### src/rtl/fsm_bit_serializer_if.sv
// Word handshake into the bit serializer: the producer drives data/valid,
// and the serializer returns ready.
interface fsm_bit_serializer_if #(
    parameter int unsigned DATA_W = 8
);
    logic [DATA_W-1:0] data;
    logic              valid;
    logic              ready;

    modport master (
        output data,
        output valid,
        input  ready
    );

    modport slave (
        input  data,
        input  valid,
        output ready
    );
endinterface

### src/rtl/fsm_bit_serializer.sv
// Parallel-to-serial front end. Words enter a one-entry holding buffer and are
// shifted out one bit per programmable bit period. o_bit_stb flags the first
// cycle of every bit so that downstream FSMs can use it as a clock enable.
module fsm_bit_serializer #(
    parameter int unsigned DATA_W    = 8,
    parameter int unsigned DIV_W     = 8,
    parameter bit          MSB_FIRST = 1'b1,
    parameter bit          IDLE_BIT  = 1'b0
) (
    input  logic                   i_clk,
    input  logic                   i_rst_n,
    fsm_bit_serializer_if.slave    in_if,
    input  logic [DIV_W-1:0]       i_div,
    output logic                   o_x,
    output logic                   o_bit_stb,
    output logic                   o_busy,
    output logic                   o_word_done
);

    localparam int unsigned       CNT_W   = (DATA_W > 1) ? $clog2(DATA_W) : 1;
    localparam logic [CNT_W-1:0]  LastBit = CNT_W'(DATA_W - 1);

    typedef enum logic [0:0] {
        StIdle,
        StShift
    } state_e;

    state_e              state_q;
    logic [DATA_W-1:0]   hold_q;
    logic                hold_full_q;
    logic [DATA_W-1:0]   shreg_q;
    logic [CNT_W-1:0]    bit_cnt_q;
    logic [DIV_W-1:0]    div_cnt_q;
    logic [DIV_W-1:0]    div_reload_q;

    logic                xfer;
    logic                word_end;
    logic                load;
    logic                first_bit;
    logic                next_bit;
    logic [DATA_W-1:0]   shreg_shift;

    // Ready depends only on registered state and reset, never on the drain.
    assign in_if.ready = i_rst_n & ~hold_full_q;
    assign xfer        = in_if.valid & in_if.ready;
    assign word_end    = (state_q == StShift) && (div_cnt_q == '0) && (bit_cnt_q == LastBit);
    // Same load path from idle and at a word boundary, so back-to-back words have no gap.
    assign load        = hold_full_q && ((state_q == StIdle) || word_end);
    assign first_bit   = MSB_FIRST ? hold_q[DATA_W-1] : hold_q[0];

    // Shifter contents after dropping the bit currently on o_x.
    always_comb begin
        shreg_shift = '0;
        if (MSB_FIRST) begin
            shreg_shift = shreg_q << 1;
        end else begin
            shreg_shift = shreg_q >> 1;
        end
        next_bit = MSB_FIRST ? shreg_shift[DATA_W-1] : shreg_shift[0];
    end

    // Single FSM register block: hold buffer, shifter, counters and registered outputs.
    always_ff @(posedge i_clk) begin
        if (!i_rst_n) begin
            state_q      <= StIdle;
            hold_q       <= '0;
            hold_full_q  <= 1'b0;
            shreg_q      <= '0;
            bit_cnt_q    <= '0;
            div_cnt_q    <= '0;
            div_reload_q <= '0;
            o_x          <= IDLE_BIT;
            o_bit_stb    <= 1'b0;
            o_busy       <= 1'b0;
            o_word_done  <= 1'b0;
        end else begin
            o_bit_stb   <= 1'b0;
            o_word_done <= word_end;

            if (load) begin
                state_q      <= StShift;
                shreg_q      <= hold_q;
                hold_full_q  <= 1'b0;
                bit_cnt_q    <= '0;
                div_cnt_q    <= i_div;
                div_reload_q <= i_div;
                o_x          <= first_bit;
                o_bit_stb    <= 1'b1;
                o_busy       <= 1'b1;
            end else if (state_q == StShift) begin
                if (div_cnt_q != '0) begin
                    div_cnt_q <= div_cnt_q - 1'b1;
                end else if (bit_cnt_q != LastBit) begin
                    shreg_q   <= shreg_shift;
                    bit_cnt_q <= bit_cnt_q + 1'b1;
                    div_cnt_q <= div_reload_q;
                    o_x       <= next_bit;
                    o_bit_stb <= 1'b1;
                end else begin
                    state_q <= StIdle;
                    o_x     <= IDLE_BIT;
                    o_busy  <= 1'b0;
                end
            end

            // ready is low whenever hold is full, so this never collides with load.
            if (xfer) begin
                hold_q      <= in_if.data;
                hold_full_q <= 1'b1;
            end
        end
    end

endmodule
### src/flat_wrapper.sv
// flat-port wrapper written by rule: the top's interface ports become plain ports
module fsm_bit_serializer_flat 
#(
    parameter int unsigned DATA_W    = 8,
    parameter int unsigned DIV_W     = 8,
    parameter bit          MSB_FIRST = 1'b1,
    parameter bit          IDLE_BIT  = 1'b0
)
  (i_clk, i_rst_n, i_div, o_x, o_bit_stb, o_busy, o_word_done, in_if_data, in_if_valid, in_if_ready);
  fsm_bit_serializer_if #(.DATA_W(DATA_W)) in_if_i ();
  input  logic i_clk;
  input  logic i_rst_n;
  input  logic [DIV_W-1:0] i_div;
  output logic o_x;
  output logic o_bit_stb;
  output logic o_busy;
  output logic o_word_done;
  input wire logic [$bits(in_if_i.data)-1:0] in_if_data;
  input wire logic [$bits(in_if_i.valid)-1:0] in_if_valid;
  output wire logic [$bits(in_if_i.ready)-1:0] in_if_ready;
  assign in_if_i.data = in_if_data;
  assign in_if_i.valid = in_if_valid;
  assign in_if_ready = in_if_i.ready;
  fsm_bit_serializer #(.DATA_W(DATA_W), .DIV_W(DIV_W), .MSB_FIRST(MSB_FIRST), .IDLE_BIT(IDLE_BIT)) u_core (.i_clk(i_clk), .i_rst_n(i_rst_n), .in_if(in_if_i), .i_div(i_div), .o_x(o_x), .o_bit_stb(o_bit_stb), .o_busy(o_busy), .o_word_done(o_word_done));
endmodule
### config.mk
export PLATFORM = sky130hd
export DESIGN_NAME = fsm_bit_serializer_flat
export DESIGN_NICKNAME = d
export VERILOG_FILES = /design/src/rtl/fsm_bit_serializer_if.sv /design/src/rtl/fsm_bit_serializer.sv /design/src/flat_wrapper.sv
export SDC_FILE = /design/constraint.sdc
export NUM_CORES = 1
export LEC_CHECK = 0
export CORE_AREA = 8 8 69 65
export DETAILED_ROUTE_END_ITERATION = 6
export DIE_AREA = 0 0 77 73
export DONT_BUFFER_PORTS = 1
export GPL_ROUTABILITY_DRIVEN = 0
export PLACE_DENSITY = 0.75
export SYNTH_ARGS = -nofsm -noshare
export SYNTH_HDL_FRONTEND = slang
export SYNTH_SLANG_ARGS = --single-unit
export TNS_END_PERCENT = 30
### constraint.sdc
create_clock -name i_clk -period 2.5 [get_ports i_clk]
set_clock_uncertainty 0.05 [all_clocks]
set_input_delay 0.25 -clock i_clk [delete_from_list [all_inputs] [get_ports i_clk]]
set_output_delay 0.25 -clock i_clk [all_outputs]
set_load 0.01 [all_outputs]
== Yosys cells after proc, flatten, opt, wreduce, memory -nomap -nowiden ==
Cells that the tools add are included.
Cells by class
  eq/ne operators: 4
  multiplexer cells: 25
  reductions and logical operators: 16
  add/subtract/negate cells: 2
  bitwise gates (word level): 6
Operators with widths (count)
  $mux 8: 4
  $mux 7: 4
  $mux 1: 17
  $reduce_and 3->1: 3
  $logic_not 8->1: 1
  $reduce_bool 8->1: 1
  $sub 8x1->8 const B: 1
  $reduce_bool 2->1: 3
  $ne 2x1->1 const B: 2
  $not 1->1: 4
  $reduce_and 2->1: 2
  $add 3x1->3 const B: 1
  $eq 3x3->1 const B: 1
  $logic_and 1x1->1: 3
  $ne 3x3->1 const B: 1
  $reduce_bool 3->1: 1
  $and 1x1->1: 2
  $reduce_or 2->1: 1
  $logic_or 1x1->1: 1
Word-level totals
  input bits: 19
  output and inout port bits: 5
  logic and storage cells: 64
  flip-flop bits (word level): 40

== Longest topological paths before layout ==
  word-level depth: 7
  mapped depth: 8
  mapped depth without buffers: 6

== Worst setup path after synthesis ==
No wires, ideal clock.
  kind: register to register
  start: reg u_core.div_cnt_q[0]
  end: reg u_core.div_cnt_q[5]
  path slack: 659 ps
  required time: 2320 ps
  data arrival time: 1661 ps
  stages on the path, launching flop included: 8
  period minus slack after synthesis: 1841 ps
  cell sequence: dfxtp_1 > inv_1 > ha_1 > buf_4 > or3b_2 > or3_1 > a32oi_1 > a221oi_1
On the way
  longest elaborated chain between the ends: 7
  elaborated cells on any way between the ends: 13
  those cells by class: add/sub: 1; mux: 3; reduce/logical: 9
Ends and longest elaborated chain
  start: declaration: RTL line fsm_bit_serializer.sv:33  | logic [DIV_W-1:0] div_cnt_q;
  start signal: assignment: RTL line fsm_bit_serializer.sv:85  | div_cnt_q <= i_div;
  start signal: assignment: RTL line fsm_bit_serializer.sv:92  | div_cnt_q <= div_cnt_q - 1'b1;
  start signal: assignment: RTL line fsm_bit_serializer.sv:96  | div_cnt_q <= div_reload_q;
  parallel branches: the longest is 7 deep, another holds $sub 8x1->8
Several ways; the timed one is not identified. The select of a mux whose other input is x is not followed.
A chain may end at the register's enable or synchronous reset.

== Worst setup path in the final report ==
  start: reg u_core.div_cnt_q[0]
  end: reg u_core.shreg_q[5]
On the way
  longest elaborated chain between the ends: 7
  elaborated cells on any way between the ends: 11
  those cells by class: eq/ne: 1; mux: 1; reduce/logical: 9
Ends and longest elaborated chain
  $logic_not 8->1: RTL line fsm_bit_serializer.sv:46  | assign word_end = (state_q == StShift) && (div_cnt_q == '0) && (bit_cnt_q == LastBit);
  $logic_and 1x1->1 (2 in series): RTL line fsm_bit_serializer.sv:46
  $logic_or 1x1->1: RTL line fsm_bit_serializer.sv:48  | assign load = hold_full_q && ((state_q == StIdle) || word_end);
  $logic_and 1x1->1: RTL line fsm_bit_serializer.sv:48
  $ne 2x1->1 (no source line) / $reduce_bool 2->1 (equally long branches)
  $reduce_and 3->1 (no source line)
  end signal: assignment: RTL line fsm_bit_serializer.sv:82  | shreg_q <= hold_q;
  end signal: assignment: RTL line fsm_bit_serializer.sv:94  | shreg_q <= shreg_shift;
  end: declaration: RTL line fsm_bit_serializer.sv:31  | logic [DATA_W-1:0] shreg_q;
Parallel ways exist; a longest one is shown, timed or not.

==> metrics list <==
- The flow ran to the end, and the final reports show no timing, DRC or antenna violations.
* Total congestion overflow after global routing: 0
* Area fraction in and, or, nand and nor cells after synthesis: 0.183
- The most critical setup path has its endpoint at u_core.shreg_q[5]$_SDFFE_PN0P_.
- In this run the register-to-register setup slack is 0.41 ns.
- Warning count from the yosys run: 0
- Final Instance Count excl. Fillers: 263
* Power per unit of standard cell area: 709 mW/mm^2
- CTS Hold Buffers Added: 0
- The most critical setup path has its startpoint at u_core.div_cnt_q[0]$_SDFFE_PN0P_.
- Of the total power, the clock network draws 0.310.
* Switching power of the nets: ~420 uW
* Worst R2R Path Depth: 7
- The worst setup path is launched from a register.
- Crit Path Category: register to register
* Pre-CTS setup slack: 0.409 ns
- Across every metal layer, demand over resource in global routing totals 0.156.
- Yosys reg bits: 40
- At the pin with the least slew margin, the transition time is 0.520 ns.
- The cell sitting at the root of the clock tree is a clkbuf_8.
- Static timing analysis puts the maximum clock frequency at around 480 MHz.
- Initial cell density of the core: 0.577
- The min-delay analysis places its worst path in the category primary input to register.
- Top library cells by usage in the layout, fill and taps aside: dfxtp_1, a21oi_1, nand2_1, o21ai_0, nand3_1
- By area, the combinational part of the netlist is dominated by compound AO/OA/AOI/OAI gates.
- The portion of synthesized area spent on multiplexers is 0.0762.
- Entering global routing, the biggest net connects 29 pins.
- In the finished design, the share of the clock period the worst path needs comes to 0.837.
- Along the worst path, the maximum fanout reaches 8.
* Detail Placement HPWL: between 2000 and 3000 um
* Number of standard cells after synthesis: around 220
- Measured along the y axis, the die boundary spans approximately 73 um.
- Core outline area: roughly 0.0033 mm^2
- DRC violations left: 0
- Summing every instance area after synthesis gives around 0.0019 mm^2.
- Final number of max-transition violations: 0
- In this run the critical register-to-register path is captured at u_core.shreg_q[5]$_SDFFE_PN0P_.
- Start of the worst register-to-register path: u_core.div_cnt_q[0]$_SDFFE_PN0P_
* Total internal power: around 1000 uW
- Switching fraction of total power: 0.293
- The slowest stage of the critical path belongs to the cell nand4b_1.
* Final antenna-violating net count: 0
- Share of flip-flops with an asynchronous set or reset: 0
* Cts repair resizes: 0
- Max-cap violations in this run came to 0.
- Category of the worst setup path capture point: register
- Die Wd: between 70 and 80 um
* Required time of the worst setup path: 2.68 ns
* Fin. Hold Viols: 0
* Via count of the first global-routing pass: around 1500
- Critical path cell sequence: inv_1 -> ha_1 -> nor3b_4 -> nand4b_1 -> buf_4 -> o22a_1 -> a21oi_1
- Syn_area_per_cell: a little under 9 um^2
- Compound-gate portion of the synthesized area: 0.233
* Cell count after placement: around 260
- Of the total synthesized cell area, the portion taken by XOR and XNOR cells is 0.00920.
* Portion of total power attributed to sequential cells: 0.501
* Peak ir drop on the vdd network: 0.000396 V
- Vias per std cell: approximately 6
* Worst-path clk slew: ~0.080 ns
- The filler cells instantiated in the layout total a little over 300.
* Arrival time reported for the critical path endpoint: 2.27 ns
* Slowest cell delay on critical path: around 0.41 ns
- Count of clock tree sinks: 40
- Buffers added to address setup during post-CTS repair amount to 0.
- Of the total synthesized cell area, the portion taken by full adders, half adders and majority gates is 0.0197.
- Combinational group share of total power: 0.189
* Final worst slack: between 0.4 and 0.5 ns
* TritonCTS clock tree: done
* Ant. Diodes: 0
- Post-Route Utilization: 0.617
- Clock latency on the worst-skew pair, taken at its later pin, is roughly 0.3 ns.
* Leakage power figure: slightly below 0.0008 uW
* Maximum clock path buffer count: 2
* Synthesized netlist net count: 241
- Wire per inst: 16.0 um
- Final period demand of the worst path: around 2.1 ns
- Synth Flop Type: dfxtp_1
- The count of buffers added on input and output ports is 0.
- Number of antenna violations at the first check in global routing: 0
- The synthesized design contains 0 enable-type register cells.
* Die area: between 0.005 and 0.006 mm^2
- Setup total negative slack on the finished layout was measured at 0 ns.
- Final setup fails: 0
- Leaving out fill and tap cells, the most frequent cell in the layout is dfxtp_1.
- Wire length of the first global-routing pass: roughly 7100 um
- Via Count: 1580
* Area Growth Syn to Fin: 6.96%
- In the final layout, the share of cells above drive strength 1 is 0.128.
- First DRT Iteration DRCs: roughly 130
- Setup repair after global routing left no endpoint under its margin.
* Relative slew slack: 0.653
- Post-layout nets: 240
- Fraction of the yosys area taken by sequential cells: 0.420
- Number of placement rows: 20
- Synthesis instantiated between 40 and 50 different standard cells from the library.
- The number of clock buffers added by TritonCTS is 5.
- I/O Pins: 24
- Count of TritonRoute iterations in the first routing pass: 4
- For this block, the routed nets add up to approximately 4200 um of wire.
- The H-tree was split into 2 levels.
## layer usage
metal	track usage	routed length [um]	share of wire	vias to the layer above
met4	0.0628	53	0.013	0
met1	0.196	1980	0.47	737
met2	0.241	1930	0.46	43
li1	-	-	-	794
met3	0.0505	251	0.060	6
met5	0	0	0	-
## registers in the layout, summed over array words and instances (netlist names)
name	count
u_core.o_word_done	1
u_core.state_q	1
u_core.div_reload_q	8
u_core.o_x	1
u_core.bit_cnt_q	3
u_core.o_bit_stb	1
u_core.div_cnt_q	8
u_core.hold_full_q	1
u_core.shreg_q	7
u_core.o_busy	1
u_core.hold_q	8
## Yosys cell counts (all sizes together), types with 2 or more instances
cell	number	area share
nand3	11	0.029
xnor2	2	0.0092
mux2	4	0.024
a211oi	2	0.0079
a221oi	3	0.017
buf	8	0.024
mux2i	10	0.053
inv	9	0.018
clkbuf	7	0.014
nand2	26	0.055
nand2b	2	0.0066
o21ai	13	0.034
dfxtp	40	0.42
nor2	5	0.0099
ha	3	0.020
nor3	4	0.011
and3	6	0.020
o211ai	3	0.012
a21oi	30	0.079
a21boi	2	0.0079
a31oi	4	0.013
o31ai	5	0.020
## power by group through the flow
stage | combinational, uW | clock (uW) | sequential (uW)
2_1_floorplan | 228 | 0 | 723
3_3_place_gp | 263 | 0 | 734
3_5_place_dp | 270 | 0 | 737
4_1_cts | 271 | 460 | 723
5_1_grt | 304 | 484 | 730
6_report | 273 | 448 | 724
## per-stage QoR
step | instance area, um^2 | hold slack (ns) | power [uW]
final | 2040 | 0.0335 | 1450
after global routing | 2040 | 0.0233 | 1520
after CTS | 2040 | 0.0233 | 1450
after detailed placement | 1940 | 0.343 | 1010
after global placement | 1940 | 0.335 | 998
after floorplan | 1900 | 0.336 | 951
## kinds of logic after synthesis
family                   after synthesis
multiplexers                          14
flip-flops                            40
XOR/XNOR                               2
adder cells (fa/ha/maj)                3
AO/OA/AOI/OAI                         71
buffers and inverters                 25
AND/OR/NAND/NOR                       64
## final cells by class
type / count / area, um^2 / area share
repair buffers: 7 / 52.6 / 0.0258
flip-flops and latches: 40 / 801 / 0.393
clock inverters: 2 / 15.0 / 0.00737
multi-input cells: 154 / 993 / 0.488
well taps: 44 / 55.1 / 0.0270
clock buffers: 6 / 82.6 / 0.0405
inverters: 10 / 37.5 / 0.0184
## how the worst min path moves through the flow
stage	startpoint	to	slack, ns	cells after the start
finish	i_rst_n	u_core.shreg_q[1]$_SDFFE_PN0P_	0.03	2
global route	i_rst_n	u_core.shreg_q[1]$_SDFFE_PN0P_	0.02	2
CTS	i_rst_n	u_core.shreg_q[1]$_SDFFE_PN0P_	0.02	2
detailed placement	i_rst_n	u_core.shreg_q[1]$_SDFFE_PN0P_	0.34	2
global placement	i_rst_n	u_core.div_cnt_q[1]$_SDFFE_PN0P_	0.33	1
floorplan	in_if_data[0]	u_core.hold_q[0]$_SDFFE_PN0P_	0.34	2
## worst max-delay path: cells and delay by family, from the launching register on
kind	cells	cell delay [ns]
DFF	1	0.37
and+or+nand+nor	2	0.76
adders and majority gates	1	0.16
AOI/OAI and AO/OA	2	0.32
buffers and inverters	2	0.38
Note: power is estimated with default switching activity, not from simulation.
